File: config.mk
export PLATFORM = sky130hd
export DESIGN_NAME = mod_key_expansion_flat
export DESIGN_NICKNAME = d
export VERILOG_FILES = /design/src/rtl/mod_key_expansion_pkg.sv /design/src/rtl/mod_key_expansion_if.sv /design/src/rtl/mod_key_expansion_sub_word.sv /design/src/rtl/mod_key_expansion.sv /design/src/flat_wrapper.sv
export SDC_FILE = /design/constraint.sdc
export NUM_CORES = 2
export LEC_CHECK = 0
export ABC_AREA = 0
export BUFFER_PORTS_ARGS = -buffer_cell sky130_fd_sc_hd__buf_2
export CORE_AREA = 2 2 530 532
export DETAILED_ROUTE_END_ITERATION = 16
export DIE_AREA = 0 0 532 534
export PLACE_DENSITY = 0.58
export SYNTH_ARGS = -nofsm -noshare
export SYNTH_HDL_FRONTEND = slang
export SYNTH_SLANG_ARGS = --single-unit
export TNS_END_PERCENT = 50
File: constraint.sdc
create_clock -name clk -period 15.8 [get_ports clk]
set_input_delay 2.37 -clock clk [delete_from_list [all_inputs] [get_ports clk]]
set_output_delay 2.37 -clock clk [all_outputs]
set_load 0.05 [all_outputs]
File: src/rtl/mod_key_expansion_pkg.sv
// Shared types, constants and S-box/round-constant lookups for the AES-256 key schedule.
package mod_key_expansion_pkg;

  localparam int NK       = 8;
  localparam int NW       = 60;
  localparam int NUM_RK   = 15;
  localparam int RK_IDX_W = 4;

  typedef enum logic [1:0] {
    IDLE   = 2'd0,
    EXPAND = 2'd1,
    DONE   = 2'd2
  } kx_state_t;

  // Entry 0x00 sits in the most significant byte
  localparam logic [2047:0] SBOX_TABLE = {
    128'h637c777bf26b6fc53001672bfed7ab76,
    128'hca82c97dfa5947f0add4a2af9ca472c0,
    128'hb7fd9326363ff7cc34a5e5f171d83115,
    128'h04c723c31896059a071280e2eb27b275,
    128'h09832c1a1b6e5aa0523bd6b329e32f84,
    128'h53d100ed20fcb15b6acbbe394a4c58cf,
    128'hd0efaafb434d338545f9027f503c9fa8,
    128'h51a3408f929d38f5bcb6da2110fff3d2,
    128'hcd0c13ec5f974417c4a77e3d645d1973,
    128'h60814fdc222a908846eeb814de5e0bdb,
    128'he0323a0a4906245cc2d3ac629195e479,
    128'he7c8376d8dd54ea96c56f4ea657aae08,
    128'hba78252e1ca6b4c6e8dd741f4bbd8b8a,
    128'h703eb5664803f60e613557b986c11d9e,
    128'he1f8981169d98e949b1e87e9ce5528df,
    128'h8ca1890dbfe6426841992d0fb054bb16
  };

  function automatic logic [7:0] sbox(input logic [7:0] b);
    return SBOX_TABLE[{~b, 3'b000} +: 8];
  endfunction

  function automatic logic [7:0] rcon(input logic [2:0] r);
    case (r)
      3'd1:    rcon = 8'h01;
      3'd2:    rcon = 8'h02;
      3'd3:    rcon = 8'h04;
      3'd4:    rcon = 8'h08;
      3'd5:    rcon = 8'h10;
      3'd6:    rcon = 8'h20;
      3'd7:    rcon = 8'h40;
      default: rcon = 8'h00;
    endcase
  endfunction

endpackage

File: src/rtl/mod_key_expansion_if.sv
// Key load, status and round-key read bus between the key schedule and its consumer.
interface mod_key_expansion_if;

  logic                                       key_valid;
  logic [255:0]                               key_in;
  logic                                       busy;
  logic                                       ready;
  logic [mod_key_expansion_pkg::RK_IDX_W-1:0] rd_idx;
  logic [7:0] k0, k1, k2, k3, k4, k5, k6, k7;
  logic [7:0] k8, k9, k10, k11, k12, k13, k14, k15;

  modport master (
    output key_valid, key_in, rd_idx,
    input  busy, ready,
    input  k0, k1, k2, k3, k4, k5, k6, k7, k8, k9, k10, k11, k12, k13, k14, k15
  );

  modport slave (
    input  key_valid, key_in, rd_idx,
    output busy, ready,
    output k0, k1, k2, k3, k4, k5, k6, k7, k8, k9, k10, k11, k12, k13, k14, k15
  );

endinterface

File: src/rtl/mod_key_expansion_sub_word.sv
// SubWord: four parallel S-box lookups on a 32-bit word, purely combinational.
module mod_sub_word
  import mod_key_expansion_pkg::*;
(
  input  logic [31:0] word_in,
  output logic [31:0] word_out
);

  assign word_out = {sbox(word_in[31:24]), sbox(word_in[23:16]),
                     sbox(word_in[15:8]),  sbox(word_in[7:0])};

endmodule

File: src/rtl/mod_key_expansion.sv
// AES-256 key schedule: expands a 256-bit key into 15 round keys and serves them by index.
// Optional build macro KEYEXP_SBOX_PIPE_EN registers the SubWord result (2 cycles per word).
module mod_key_expansion
  import mod_key_expansion_pkg::*;
(
  input  logic              clk,
  input  logic              rst,
  mod_key_expansion_if.slave kx
);

  kx_state_t    state_r, state_s;
  logic [5:0]   cnt_r;
  logic [31:0]  win_r [0:NK-1];
  logic [127:0] rk_r  [0:NUM_RK-1];
  logic         busy_r, ready_r;
  logic [127:0] kout_r;

  logic         accept_s, step_s, last_s;
  logic [31:0]  prev_s, sub_in_s, sub_out_s, sub_use_s, temp_s, new_word_s;

`ifdef KEYEXP_SBOX_PIPE_EN
  logic         phase_r;
  logic [31:0]  sub_r;
  assign step_s    = (state_r == EXPAND) && phase_r;
  assign sub_use_s = sub_r;
`else
  assign step_s    = (state_r == EXPAND);
  assign sub_use_s = sub_out_s;
`endif

  assign last_s = (cnt_r == 6'(NW - 1));

  // Next-state decode and key acceptance
  always_comb begin
    state_s  = state_r;
    accept_s = 1'b0;
    case (state_r)
      IDLE, DONE: begin
        if (kx.key_valid) begin
          accept_s = 1'b1;
          state_s  = EXPAND;
        end else begin
          state_s  = state_r;
        end
      end
      EXPAND: begin
        if (step_s && last_s) begin
          state_s = DONE;
        end else begin
          state_s = EXPAND;
        end
      end
      default: state_s = IDLE;
    endcase
  end

  // State register
  always_ff @(posedge clk) begin
    if (rst) begin
      state_r <= IDLE;
    end else begin
      state_r <= state_s;
    end
  end

  // RotWord only on multiples of 8; the window is stable across both pipe phases
  always_comb begin
    prev_s = win_r[NK-1];
    if (cnt_r[2:0] == 3'd0) begin
      sub_in_s = {prev_s[23:0], prev_s[31:24]};
    end else begin
      sub_in_s = prev_s;
    end
  end

  mod_sub_word u_sub_word (
    .word_in  (sub_in_s),
    .word_out (sub_out_s)
  );

  // New schedule word from w[i-8] and the transformed w[i-1]
  always_comb begin
    case (cnt_r[2:0])
      3'd0:    temp_s = sub_use_s ^ {rcon(cnt_r[5:3]), 24'h000000};
      3'd4:    temp_s = sub_use_s;
      default: temp_s = prev_s;
    endcase
    new_word_s = win_r[0] ^ temp_s;
  end

  // Word counter, sliding window and status flags
  always_ff @(posedge clk) begin
    if (rst) begin
      cnt_r   <= 6'(NK);
      busy_r  <= 1'b0;
      ready_r <= 1'b0;
`ifdef KEYEXP_SBOX_PIPE_EN
      phase_r <= 1'b0;
      sub_r   <= 32'h00000000;
`endif
    end else if (accept_s) begin
      cnt_r   <= 6'(NK);
      busy_r  <= 1'b1;
      ready_r <= 1'b0;
      for (int j = 0; j < NK; j++) begin
        win_r[j] <= kx.key_in[255 - 32*j -: 32];
      end
`ifdef KEYEXP_SBOX_PIPE_EN
      phase_r <= 1'b0;
`endif
    end else if (step_s) begin
      for (int j = 0; j < NK - 1; j++) begin
        win_r[j] <= win_r[j+1];
      end
      win_r[NK-1] <= new_word_s;
`ifdef KEYEXP_SBOX_PIPE_EN
      phase_r <= 1'b0;
`endif
      if (last_s) begin
        busy_r  <= 1'b0;
        ready_r <= 1'b1;
      end else begin
        cnt_r <= cnt_r + 6'd1;
      end
    end
`ifdef KEYEXP_SBOX_PIPE_EN
    else if (state_r == EXPAND) begin
      phase_r <= 1'b1;
      sub_r   <= sub_out_s;
    end
`endif
  end

  // Key RAM: rows 0/1 load with the key, then one lane per expanded word; never cleared
  always_ff @(posedge clk) begin
    if (!rst) begin
      if (accept_s) begin
        rk_r[0] <= kx.key_in[255:128];
        rk_r[1] <= kx.key_in[127:0];
      end else if (step_s) begin
        rk_r[cnt_r[5:2]][{~cnt_r[1:0], 5'b00000} +: 32] <= new_word_s;
      end
    end
  end

  // Registered read port, zero unless complete and in range
  always_ff @(posedge clk) begin
    if (rst) begin
      kout_r <= 128'd0;
    end else if (ready_r && (kx.rd_idx < 4'(NUM_RK))) begin
      kout_r <= rk_r[kx.rd_idx];
    end else begin
      kout_r <= 128'd0;
    end
  end

  assign kx.busy  = busy_r;
  assign kx.ready = ready_r;
  assign {kx.k0, kx.k1, kx.k2,  kx.k3,  kx.k4,  kx.k5,  kx.k6,  kx.k7,
          kx.k8, kx.k9, kx.k10, kx.k11, kx.k12, kx.k13, kx.k14, kx.k15} = kout_r;

endmodule

File: src/flat_wrapper.sv
// flat-port wrapper written by rule: the top's interface ports become plain ports
module mod_key_expansion_flat import mod_key_expansion_pkg::*;
  (clk, rst, kx_key_valid, kx_key_in, kx_rd_idx, kx_busy, kx_ready, kx_k0, kx_k1, kx_k2, kx_k3, kx_k4, kx_k5, kx_k6, kx_k7, kx_k8, kx_k9, kx_k10, kx_k11, kx_k12, kx_k13, kx_k14, kx_k15);
  mod_key_expansion_if kx_i ();
  input  logic clk;
  input  logic rst;
  input wire logic [$bits(kx_i.key_valid)-1:0] kx_key_valid;
  input wire logic [$bits(kx_i.key_in)-1:0] kx_key_in;
  input wire logic [$bits(kx_i.rd_idx)-1:0] kx_rd_idx;
  output wire logic [$bits(kx_i.busy)-1:0] kx_busy;
  output wire logic [$bits(kx_i.ready)-1:0] kx_ready;
  output wire logic [$bits(kx_i.k0)-1:0] kx_k0;
  output wire logic [$bits(kx_i.k1)-1:0] kx_k1;
  output wire logic [$bits(kx_i.k2)-1:0] kx_k2;
  output wire logic [$bits(kx_i.k3)-1:0] kx_k3;
  output wire logic [$bits(kx_i.k4)-1:0] kx_k4;
  output wire logic [$bits(kx_i.k5)-1:0] kx_k5;
  output wire logic [$bits(kx_i.k6)-1:0] kx_k6;
  output wire logic [$bits(kx_i.k7)-1:0] kx_k7;
  output wire logic [$bits(kx_i.k8)-1:0] kx_k8;
  output wire logic [$bits(kx_i.k9)-1:0] kx_k9;
  output wire logic [$bits(kx_i.k10)-1:0] kx_k10;
  output wire logic [$bits(kx_i.k11)-1:0] kx_k11;
  output wire logic [$bits(kx_i.k12)-1:0] kx_k12;
  output wire logic [$bits(kx_i.k13)-1:0] kx_k13;
  output wire logic [$bits(kx_i.k14)-1:0] kx_k14;
  output wire logic [$bits(kx_i.k15)-1:0] kx_k15;
  assign kx_i.key_valid = kx_key_valid;
  assign kx_i.key_in = kx_key_in;
  assign kx_i.rd_idx = kx_rd_idx;
  assign kx_busy = kx_i.busy;
  assign kx_ready = kx_i.ready;
  assign kx_k0 = kx_i.k0;
  assign kx_k1 = kx_i.k1;
  assign kx_k2 = kx_i.k2;
  assign kx_k3 = kx_i.k3;
  assign kx_k4 = kx_i.k4;
  assign kx_k5 = kx_i.k5;
  assign kx_k6 = kx_i.k6;
  assign kx_k7 = kx_i.k7;
  assign kx_k8 = kx_i.k8;
  assign kx_k9 = kx_i.k9;
  assign kx_k10 = kx_i.k10;
  assign kx_k11 = kx_i.k11;
  assign kx_k12 = kx_i.k12;
  assign kx_k13 = kx_i.k13;
  assign kx_k14 = kx_i.k14;
  assign kx_k15 = kx_i.k15;
  mod_key_expansion u_core (.clk(clk), .rst(rst), .kx(kx_i));
endmodule
==> results.cfg <==
[power_and_ir_drop]
power_density_nw_per_um2 = 148.9
p_leak_nw = 40.18
netSwitchingPower_mw = 6.466
p_int_mw = 12.21
irDropWorstVdd_mv = 0.08906
p_sw_frac = 0.3462
p_clk_frac = 0.302
total_power_mw = 18.67
combinationalPowerShare = 0.290
p_seq_frac = 0.408

[floorplan]
initial_core_util = 0.3979
core.rowCount = 194
ios = 393
fp.dieH_um = 534
die_width_um = 532
die-area_um2 = 284100
core-area_um2 = 278400

[detailed_routing]
drt_iter0_markers = 12690
via_per_inst = 6.573
ant_nets = 0
dr.pass1.iters = 7
drc = 0
wl_mm = 445.4
num_vias = 74210
wl_per_cell_um = 39.45

[timing]
setup_ws_ps = 7432
max_slew_margin = -0.03942
slew_violations = 6
fmax_ghz = 0.1195
finalHoldViolations = 0
finalCritPeriodShare = 0.5296
worst_slew_pin_slew_ps = 1546
skew_ps = 63.05
rsz0062_at_grt = no
tns_ps = 0
setup_viol = 0
period_needed_ps = 8368

[synthesis]
ys_ff_latch = 2442
ys_warn_count = 0
syn-mean-instance-area_um2 = 15.85
ys_seq_area_frac = 0.6494
synth_nets = 7315
synth-edff-count = 2304
synthCells = 6991
synth.distinct_cells = 102
syn_area_um2 = 110800
async_reset_ff_frac = 0
synth_flop_cell = edfxtp_1

[cts]
clkTransAtPathRegs_ps = 70
post-cts-setup-buffers = 0
clock-sinks = 2442
h-tree-depth = 4
root_buffer = clkbuf_16
cts_resized = 0
ctsLongestPathBuffers = 4
cts_hold_buf = 0
clk_latency_ps = 910
cts_tree = built
numCtsBuffers = 234

[setup_path]
worst_setup_path_start_kind = flip-flop
end_kind = flip-flop
critical_path_arrival_ps = 8930
critPathRequiredTime_ps = 16360
cp_max_fo = 45
path_class = flip-flop to flip-flop

[flow_run]
maxCapViolations = 1

[placed_design]
dp_slack_ps = 7741
port_buffers = 392
gp_congestion = 0.9863
place_hpwl_mm = 291.0
place_area_um2 = 117700

[cells_and_area]
layout-drive-gt1-share = 0.2778
fin_area_um2 = 125400
final_common_cell = edfxtp_1
final_net_count = 7606
final_util = 0.4505
fill_cells = 24350
syn_to_final_growth_pct = 13.22
most-common-layout-cells = 2304 x edfxtp_1, 656 x mux4_2, 486 x nand2_1

[global_routing]
antenna_found_initial = 58
track_usage = 0.3055
grt-ovfl-total = 0
grt_pass1_wl_mm = 601.5
grt_max_degree = 146
grt_pass1_vias = 70310

[status]
status = finished with violations
violations = capacitance limit, slew limit

[worst_hold_path]
hold_path_class = flip-flop to flip-flop
path summary, 6_finish.rpt:
check | startpoint | end | slack (ps) | cells after the start
setup / recovery | u_core.cnt_r[0] | u_core.rk_r[15][47] | 7430 | 17
hold / removal | u_core.state_r[1] | u_core.state_r[1] | 490 | 2
setup reg to reg | u_core.cnt_r[0] | u_core.rk_r[15][47] | 7430 | 17
hold reg to reg | u_core.state_r[1] | u_core.state_r[1] | 490 | 2
metrics by stage:
| stage | hold slack [ps] | instances |
|---|---|---|
| detailed placement | 475.3 | 10770 |
| finish | 490.3 | 11290 |
| global route | 536.1 | 11260 |
| floorplan | 447.7 | 6991 |
| CTS | 491.7 | 11200 |
| global placement | 462.7 | 10770 |
layout make-up:
cell class              count  area (µm²)  area share
diodes                     92       230.2    0.001835
clock buffers             305        6327     0.05044
clock inverters           123        1199    0.009556
inverters                  53       198.9    0.001586
multi-input cells        3888       36830      0.2936
flip-flops and latches   2442       71950      0.5736
well taps                3724        4659     0.03715
repair buffers            663        4048     0.03227
registers in the layout (all words and copies together), names as in the netlist:
name / count
u_core.rk_r: 2048
u_core.cnt_r: 6
u_core.state_r: 2
u_core.kx.ready: 1
u_core.win_r: 256
u_core.kx.busy: 1
u_core.kout_r: 128
critical path: stages (launching register included):
cell,delay (ps)
dfxtp_1,420
inv_1,230
ha_4,440
and2b_4,730
mux2_2,280
buf_4,360
clkinv_1,780
ha_1,700
a211oi_1,980
a211oi_1,240
a311oi_1,510
a311oi_1,110
o21a_1,250
a311oi_2,620
mux2_2,330
xnor2_2,70
buf_4,250
nor2_1,660
cells by family after synthesis:
| kind of cell | synth area share |
|---|---|
| muxes | 0.1645 |
| and+or+nand+nor | 0.05694 |
| DFF | 0.6494 |
| buffers and inverters | 0.02654 |
| adders and majority gates | 0.006889 |
| xor gates and xnor gates | 0.005014 |
| AOI/OAI and AO/OA | 0.09068 |
power by group through the flow:
stage	sequential [mW]	clock, mW	combinational [mW]
CTS	7.62	5.68	5.20
global placement	7.75	0	5.21
floorplan	7.72	0	3.04
detailed placement	7.75	0	5.19
global route	7.62	5.90	5.56
finish	7.62	5.64	5.41
synth_stat cells (all sizes together), types with 10 or more instances:
cell	number	area share
a2111oi	20	0.0016
a211o	21	0.0017
a211oi	96	0.0068
a21boi	10	0.00068
a21o	23	0.0016
a21oi	221	0.011
a221o	21	0.0019
a221oi	52	0.0042
a22o	104	0.0082
a22oi	13	0.00088
a311oi	41	0.0033
a31oi	75	0.0042
and2	43	0.0024
and3	20	0.0011
buf	296	0.014
clkbuf	312	0.011
dfxtp	138	0.025
edfxtp	2304	0.62
ha	61	0.0069
inv	48	0.0016
mux2	239	0.024
mux2i	73	0.0068
mux4	656	0.13
nand2	494	0.017
nand2b	17	0.00096
nand3	102	0.0046
nand3b	12	0.00099
nand4	22	0.0013
nor2	369	0.013
nor2b	155	0.0088
nor3	71	0.0032
o2111ai	15	0.0012
o211ai	112	0.0076
o21ai	339	0.016
o221ai	42	0.0033
o22ai	29	0.0016
o311a	10	0.00090
o311ai	50	0.0040
o31ai	37	0.0026
o32ai	12	0.00095
or3	12	0.00068
xnor2	43	0.0034
xor2	17	0.0014
per-layer routing:
| layer | track usage | vias up | part of all wire |
|---|---|---|---|
| li1 | - | 28940 | - |
| met4 | 0.1880 | 16 | 0.072 |
| met1 | 0.4020 | 38760 | 0.37 |
| met3 | 0.06101 | 1015 | 0.11 |
| met2 | 0.4681 | 5479 | 0.45 |
| met5 | 0 | - | 0.00022 |
No activity file was read; power rests on OpenSTA's default activity.
